$ cat config.mk
export PLATFORM = sky130hd
export DESIGN_NAME = fft_frame_ctrl
export DESIGN_NICKNAME = d
export VERILOG_FILES = /design/src/rtl/fft_ctrl_pkg.sv /design/src/rtl/fft_frame_ctrl.sv
export SDC_FILE = /design/constraint.sdc
export NUM_CORES = 1
export LEC_CHECK = 0
export CAP_MARGIN = 20
export CORE_MARGIN = 2
export CORE_UTILIZATION = 34
export CTS_BUF_LIST = sky130_fd_sc_hd__clkbuf_8
export CTS_CLUSTER_DIAMETER = 30
export DETAILED_ROUTE_END_ITERATION = 16
export PLACE_DENSITY = 0.82
export SLEW_MARGIN = 0
export SYNTH_ARGS = -nofsm -noshare
export SYNTH_HDL_FRONTEND = slang
export SYNTH_SLANG_ARGS = --single-unit
$ cat constraint.sdc
create_clock -name S_AXI_ACLK -period 2.8 [get_ports S_AXI_ACLK]
set_clock_uncertainty 0.15 [all_clocks]
set_input_delay 0.56 -clock S_AXI_ACLK [delete_from_list [all_inputs] [get_ports S_AXI_ACLK]]
set_output_delay 0.56 -clock S_AXI_ACLK [all_outputs]
set_load 0.1 [all_outputs]
$ cat src/rtl/fft_ctrl_pkg.sv
// Shared types and defaults for the FFT frame sequencer.
package fft_ctrl_pkg;

  typedef enum logic [1:0] {
    ST_IDLE   = 2'd0,
    ST_LOAD   = 2'd1,
    ST_FLUSH  = 2'd2,
    ST_UNLOAD = 2'd3
  } state_e;

  localparam int unsigned NPT_DEF      = 128;
  localparam int unsigned CORE_LAT_DEF = 12;
  localparam int unsigned DW_DEF       = 32;
  localparam int unsigned CW_DEF       = 16;

  // Beat counter must index 0..NPT-1 in LOAD/UNLOAD and 0..CORE_LAT-1 in FLUSH.
  function automatic int unsigned cnt_width(input int unsigned npt, input int unsigned lat);
    int unsigned w;
    w = $clog2(npt);
    if ($clog2(lat) > w) w = $clog2(lat);
    if (w < 1) w = 1;
    return w;
  endfunction

endpackage

$ cat src/rtl/fft_frame_ctrl.sv
// Frame sequencer for the streaming FFT core: loads NPT samples, flushes the
// core pipeline for CORE_LAT beats, then streams NPT results with backpressure.
//
//   state     | meaning
//   ----------+---------------------------------------------------------
//   ST_IDLE   | core held in reset, waiting for the first input sample
//   ST_LOAD   | accepting NPT input samples into the core
//   ST_FLUSH  | pushing zeros to advance the core through its latency
//   ST_UNLOAD | presenting NPT results, core advances on each acceptance
module fft_frame_ctrl
  import fft_ctrl_pkg::*;
#(
  parameter int unsigned NPT      = NPT_DEF,
  parameter int unsigned CORE_LAT = CORE_LAT_DEF,
  parameter int unsigned DW       = DW_DEF,
  parameter int unsigned CW       = CW_DEF
) (
  input  logic          S_AXI_ACLK,
  input  logic          S_AXI_ARESETN,
  input  logic          in_valid,
  output logic          in_ready,
  input  logic [DW-1:0] in_data,
  input  logic          in_last,
  output logic          out_valid,
  input  logic          out_ready,
  output logic [DW-1:0] out_data,
  output logic          out_last,
  output logic          core_en,
  output logic          core_valid,
  output logic [DW-1:0] core_in,
  input  logic [DW-1:0] core_out,
  input  logic          abort,
  output logic          busy,
  output logic          done,
  output logic          err_last,
  output logic [CW-1:0] frame_cnt
);

  localparam int unsigned CNTW = cnt_width(NPT, CORE_LAT);
  localparam logic [CNTW-1:0] LAST_BEAT  = CNTW'(NPT - 1);
  localparam logic [CNTW-1:0] LAST_FLUSH = (CORE_LAT == 0) ? '0 : CNTW'(CORE_LAT - 1);

  state_e          state_q, state_d;
  logic [CNTW-1:0] cnt_q, cnt_d;
  logic [CW-1:0]   frame_cnt_q, frame_cnt_d;
  logic            err_last_q, err_last_d;
  logic            done_q, done_d;

  // Next-state, counter and stream/core control decode from the registered state.
  always_comb begin
    state_d     = state_q;
    cnt_d       = cnt_q;
    frame_cnt_d = frame_cnt_q;
    err_last_d  = err_last_q;
    done_d      = 1'b0;
    in_ready    = 1'b0;
    out_valid   = 1'b0;
    out_data    = '0;
    out_last    = 1'b0;
    core_en     = 1'b0;
    core_valid  = 1'b0;
    core_in     = '0;

    unique case (state_q)
      ST_IDLE: begin
        if (in_valid) state_d = ST_LOAD;
      end
      ST_LOAD: begin
        core_en    = 1'b1;
        in_ready   = 1'b1;
        core_valid = in_valid;
        core_in    = in_data;
        if (in_valid) begin
          // Frame boundary follows the count; in_last is only cross-checked.
          if (in_last != (cnt_q == LAST_BEAT)) err_last_d = 1'b1;
          if (cnt_q == LAST_BEAT) begin
            state_d = (CORE_LAT == 0) ? ST_UNLOAD : ST_FLUSH;
            cnt_d   = '0;
          end else begin
            cnt_d = cnt_q + CNTW'(1);
          end
        end
      end
      ST_FLUSH: begin
        core_en    = 1'b1;
        core_valid = 1'b1;
        if (cnt_q == LAST_FLUSH) begin
          state_d = ST_UNLOAD;
          cnt_d   = '0;
        end else begin
          cnt_d = cnt_q + CNTW'(1);
        end
      end
      ST_UNLOAD: begin
        core_en    = 1'b1;
        out_valid  = 1'b1;
        out_data   = core_out;
        out_last   = (cnt_q == LAST_BEAT);
        core_valid = out_ready;
        if (out_ready) begin
          if (cnt_q == LAST_BEAT) begin
            state_d     = ST_IDLE;
            cnt_d       = '0;
            done_d      = 1'b1;
            frame_cnt_d = frame_cnt_q + CW'(1);
          end else begin
            cnt_d = cnt_q + CNTW'(1);
          end
        end
      end
      default: state_d = ST_IDLE;
    endcase

    // Abort wins over any same-cycle transition; the bus handshake itself still completes.
    if (abort) begin
      state_d     = ST_IDLE;
      cnt_d       = '0;
      done_d      = 1'b0;
      frame_cnt_d = frame_cnt_q;
    end
  end

  // State, beat counter, frame counter and status flags.
  always_ff @(posedge S_AXI_ACLK or negedge S_AXI_ARESETN) begin
    if (!S_AXI_ARESETN) begin
      state_q     <= ST_IDLE;
      cnt_q       <= '0;
      frame_cnt_q <= '0;
      err_last_q  <= 1'b0;
      done_q      <= 1'b0;
    end else begin
      state_q     <= state_d;
      cnt_q       <= cnt_d;
      frame_cnt_q <= frame_cnt_d;
      err_last_q  <= err_last_d;
      done_q      <= done_d;
    end
  end

  assign busy      = (state_q != ST_IDLE);
  assign done      = done_q;
  assign err_last  = err_last_q;
  assign frame_cnt = frame_cnt_q;

endmodule

==> impl_metrics.env, run 1 <==
export IMPL_max_cap_violations=0
export IMPL_antennaDiodeCount=0
export IMPL_relSlewSlack=0.706
export IMPL_clkSinkCount=27
export IMPL_postRouteWirelength_mm=8.12
export IMPL_yosys_area_top_type_share=0.336
export IMPL_syn_area_um2=2010
export IMPL_synthFlopType="dfrtp_1"
export IMPL_nets=455
export IMPL_fp_dieArea_um2=6540
export IMPL_die_w_um=80.9
export IMPL_htree_num_levels=1
export IMPL_crit_start="state_q[1]$_DFFE_PN0P_"
export IMPL_synth_edff_count=0
export IMPL_endpoint_kind="output pin"
export IMPL_power_density_nw_per_um2=828
export IMPL_cts_buffer_depth=2
export IMPL_hpwl_mm=6.84
export IMPL_yosys_top_cells_area="dfrtp_1 34%, and2_1 20%, xnor2_1 6.1%, ha_1 4.4%, nand2_1 3.5%"
export IMPL_critPathMaxFanout=39
export IMPL_ff2ff_setup_slack_ns=0.56
export IMPL_wire_per_inst_um=18.1
export IMPL_status="complete, no violations"
export IMPL_path_clk_slew_ns=0.09
export IMPL_cts_tree="built"
export IMPL_tightest_slew_ns=0.438
export IMPL_vias=2226
export IMPL_gp_congestion=0.869
export IMPL_fin_tns_setup_ns=0
export IMPL_period_share=0.899
export IMPL_synth_net_count=300
export IMPL_grt_pass1_vias=2199
export IMPL_r2r_cells=6
export IMPL_start_kind="flip-flop"
export IMPL_syn_inst=223
export IMPL_setup_viol_count_final=0
export IMPL_clk_latency_ns=0.29
export IMPL_detail_route_first_pass_iterations=4
export IMPL_postRouteAntennaNets=0
export IMPL_rsz0062_at_grt="false"
export IMPL_total_leakage_power_nw=1.90
export IMPL_whs_ns=0.340
export IMPL_yosysUniqueCellTypes=41
export IMPL_synth_common_cells="65 x and2_1, 27 x dfrtp_1, 19 x nand2_1, 14 x nand3_1, 14 x xnor2_1"
export IMPL_area_delta_synth_final_pct=120
export IMPL_drcViolationCount=0
export IMPL_finalCriticalPeriod_ns=2.52
export IMPL_r2r_end="cnt_q[5]$_DFFE_PN0P_"
export IMPL_critPathCapture="core_valid"
export IMPL_initial_core_util=0.358
export IMPL_die_h_um=80.9
export IMPL_async_flop_share=1.00
export IMPL_first_iter_violations=56
export IMPL_grt_pass1_wl_mm=11.8
export IMPL_yosys_register_bits=27
export IMPL_coreArea_um2=5610
export IMPL_synth_most_common_cell="and2_1"
export IMPL_num_io_pins=158
export IMPL_port_buffers=157
export IMPL_drt_vias_per_instance=4.96
export IMPL_r2r_start="state_q[1]$_DFFE_PN0P_"
export IMPL_setup_worst_path_class="reg2out"
export IMPL_drv_slew=0
export IMPL_ys_seq_area_frac=0.336
export IMPL_cts_hold_buf=0
export IMPL_hold_class="reg2reg"
export IMPL_grt_max_degree=40
export IMPL_drive_above_1_share=0.451
export IMPL_ys_warn_count=0
export IMPL_timing_fmax_ghz=0.397
export IMPL_antenna_found_initial=0
export IMPL_root_buffer="clkbuf_8"
export IMPL_rows=27
export IMPL_overflow=0
export IMPL_crit_required_ns=2.09
export IMPL_critPathArrivalTime_ns=1.81
export IMPL_postSynthAreaPerCell_um2=9.01
export IMPL_vdd_drop_max_mv=0.731
export IMPL_synth_largest_area_cell="dfrtp_1"
export IMPL_numCtsBuffers=3
export IMPL_grt_use_total=0.241
export IMPL_finalHoldViolCount=0
==> state kept, by name, summed over array words and instances (netlist names) <==
register   flops
state_q        2
err_last       1
frame_cnt     16
cnt_q          7
done           1
==> cell type report <==
class | count | area (µm²)
fill | 363 | 1180
clock inverter | 1 | 3.75
sequential | 27 | 676
timing repair buffer | 160 | 2220
multi-input combinational | 176 | 1360
clock buffer | 3 | 41.3
tap | 72 | 90.1
inverter | 10 | 37.5
==> cells by family after synthesis <==
kind of cell / synth area share
AOI/OAI and AO/OA: 0.0828
xor gates and xnor gates: 0.0697
adders and majority gates: 0.0436
buffers and inverters: 0.0423
DFF: 0.336
muxes: 0.00560
and+or+nand+nor: 0.420
==> worst max-delay path, cell delays in order (launching register included) <==
cell and delay, ns:
dfrtp_1 0.42, inv_1 0.17, ha_4 0.37, nand2_1 0.15
a31oi_4 0.21, buf_12 0.19
==> repair_timing <==
| action | CTS | global route |
|---|---|---|
| setup endpoints to repair | 0 | 1 |
| setup buffers | 0 | 0 |
| resized for setup | 0 | 1 |
==> per-layer routing <==
layer | wire length [µm] | vias to the layer above | part of all wire | global-route usage
met5 | 0 | - | 0 | 0
met2 | 4320 | 105 | 0.53 | 0.443
met1 | 2890 | 1046 | 0.36 | 0.261
li1 | - | 1062 | - | -
met3 | 728 | 13 | 0.090 | 0.0689
met4 | 182 | 0 | 0.022 | 0.0915
==> per-stage QoR <==
step | worst slack [ns] | util | instance area (µm²) | cells | power [mW]
floorplan | 0.0524 | - | 2110 | 223 | 2.39
global placement | 0.341 | 0.780 | 4370 | 445 | 3.40
detailed placement | 0.311 | 0.780 | 4370 | 445 | 3.44
CTS | 0.0330 | 0.788 | 4420 | 449 | 3.67
global route | 0.150 | 0.790 | 4430 | 449 | 3.78
finish | 0.284 | 0.790 | 4430 | 449 | 3.67
==> how the worst min path moves through the flow <==
stage | depth (start not counted) | start | to
final | 1 | err_last$_DFFE_PN0P_ | err_last$_DFFE_PN0P_
after floorplan | 0 | S_AXI_ARESETN | cnt_q[0]$_DFFE_PN0P_
after detailed placement | 1 | err_last$_DFFE_PN0P_ | err_last$_DFFE_PN0P_
after CTS | 1 | err_last$_DFFE_PN0P_ | err_last$_DFFE_PN0P_
after global placement | 1 | err_last$_DFFE_PN0P_ | err_last$_DFFE_PN0P_
after global routing | 1 | err_last$_DFFE_PN0P_ | err_last$_DFFE_PN0P_
==> cell usage in the layout, fill, tap and decap left out, types with 2 or more instances in the layout <==
| cell type | netlist | final |
|---|---|---|
| o21ai_1 | 2 | 2 |
| nor2b_1 | 4 | 4 |
| nand3_1 | 14 | 14 |
| ha_1 | 7 | 5 |
| dfrtp_1 | 27 | 27 |
| and2_1 | 65 | 5 |
| and2_2 | 0 | 60 |
| nor3_1 | 2 | 2 |
| nand4_1 | 6 | 6 |
| nand2_1 | 19 | 19 |
| nor2_1 | 7 | 6 |
| o221ai_1 | 2 | 2 |
| nor4_4 | 3 | 3 |
| o311ai_2 | 3 | 3 |
| buf_12 | 0 | 68 |
| or3_4 | 2 | 2 |
| and3_1 | 3 | 3 |
| o21ai_0 | 2 | 2 |
| inv_1 | 10 | 11 |
| xor2_1 | 2 | 2 |
| buf_4 | 2 | 23 |
| clkdlybuf4s50_1 | 0 | 69 |
| xnor2_1 | 14 | 14 |
| clkbuf_8 | 0 | 3 |
==> where the power goes <==
group,switching [mW],internal [mW]
Clock,0.129,0.0990
Sequential,0.0349,0.421
Combinational,1.96,1.02
(Power assumes the default switching activity.)
==> run 2: changes to the inputs <==
Settings changed: ABC_CLOCK_PERIOD_IN_PS set to 2800.
==> results of run 2 <==
Same layout as run 1: the final DEF is identical, and so are final timing and power.
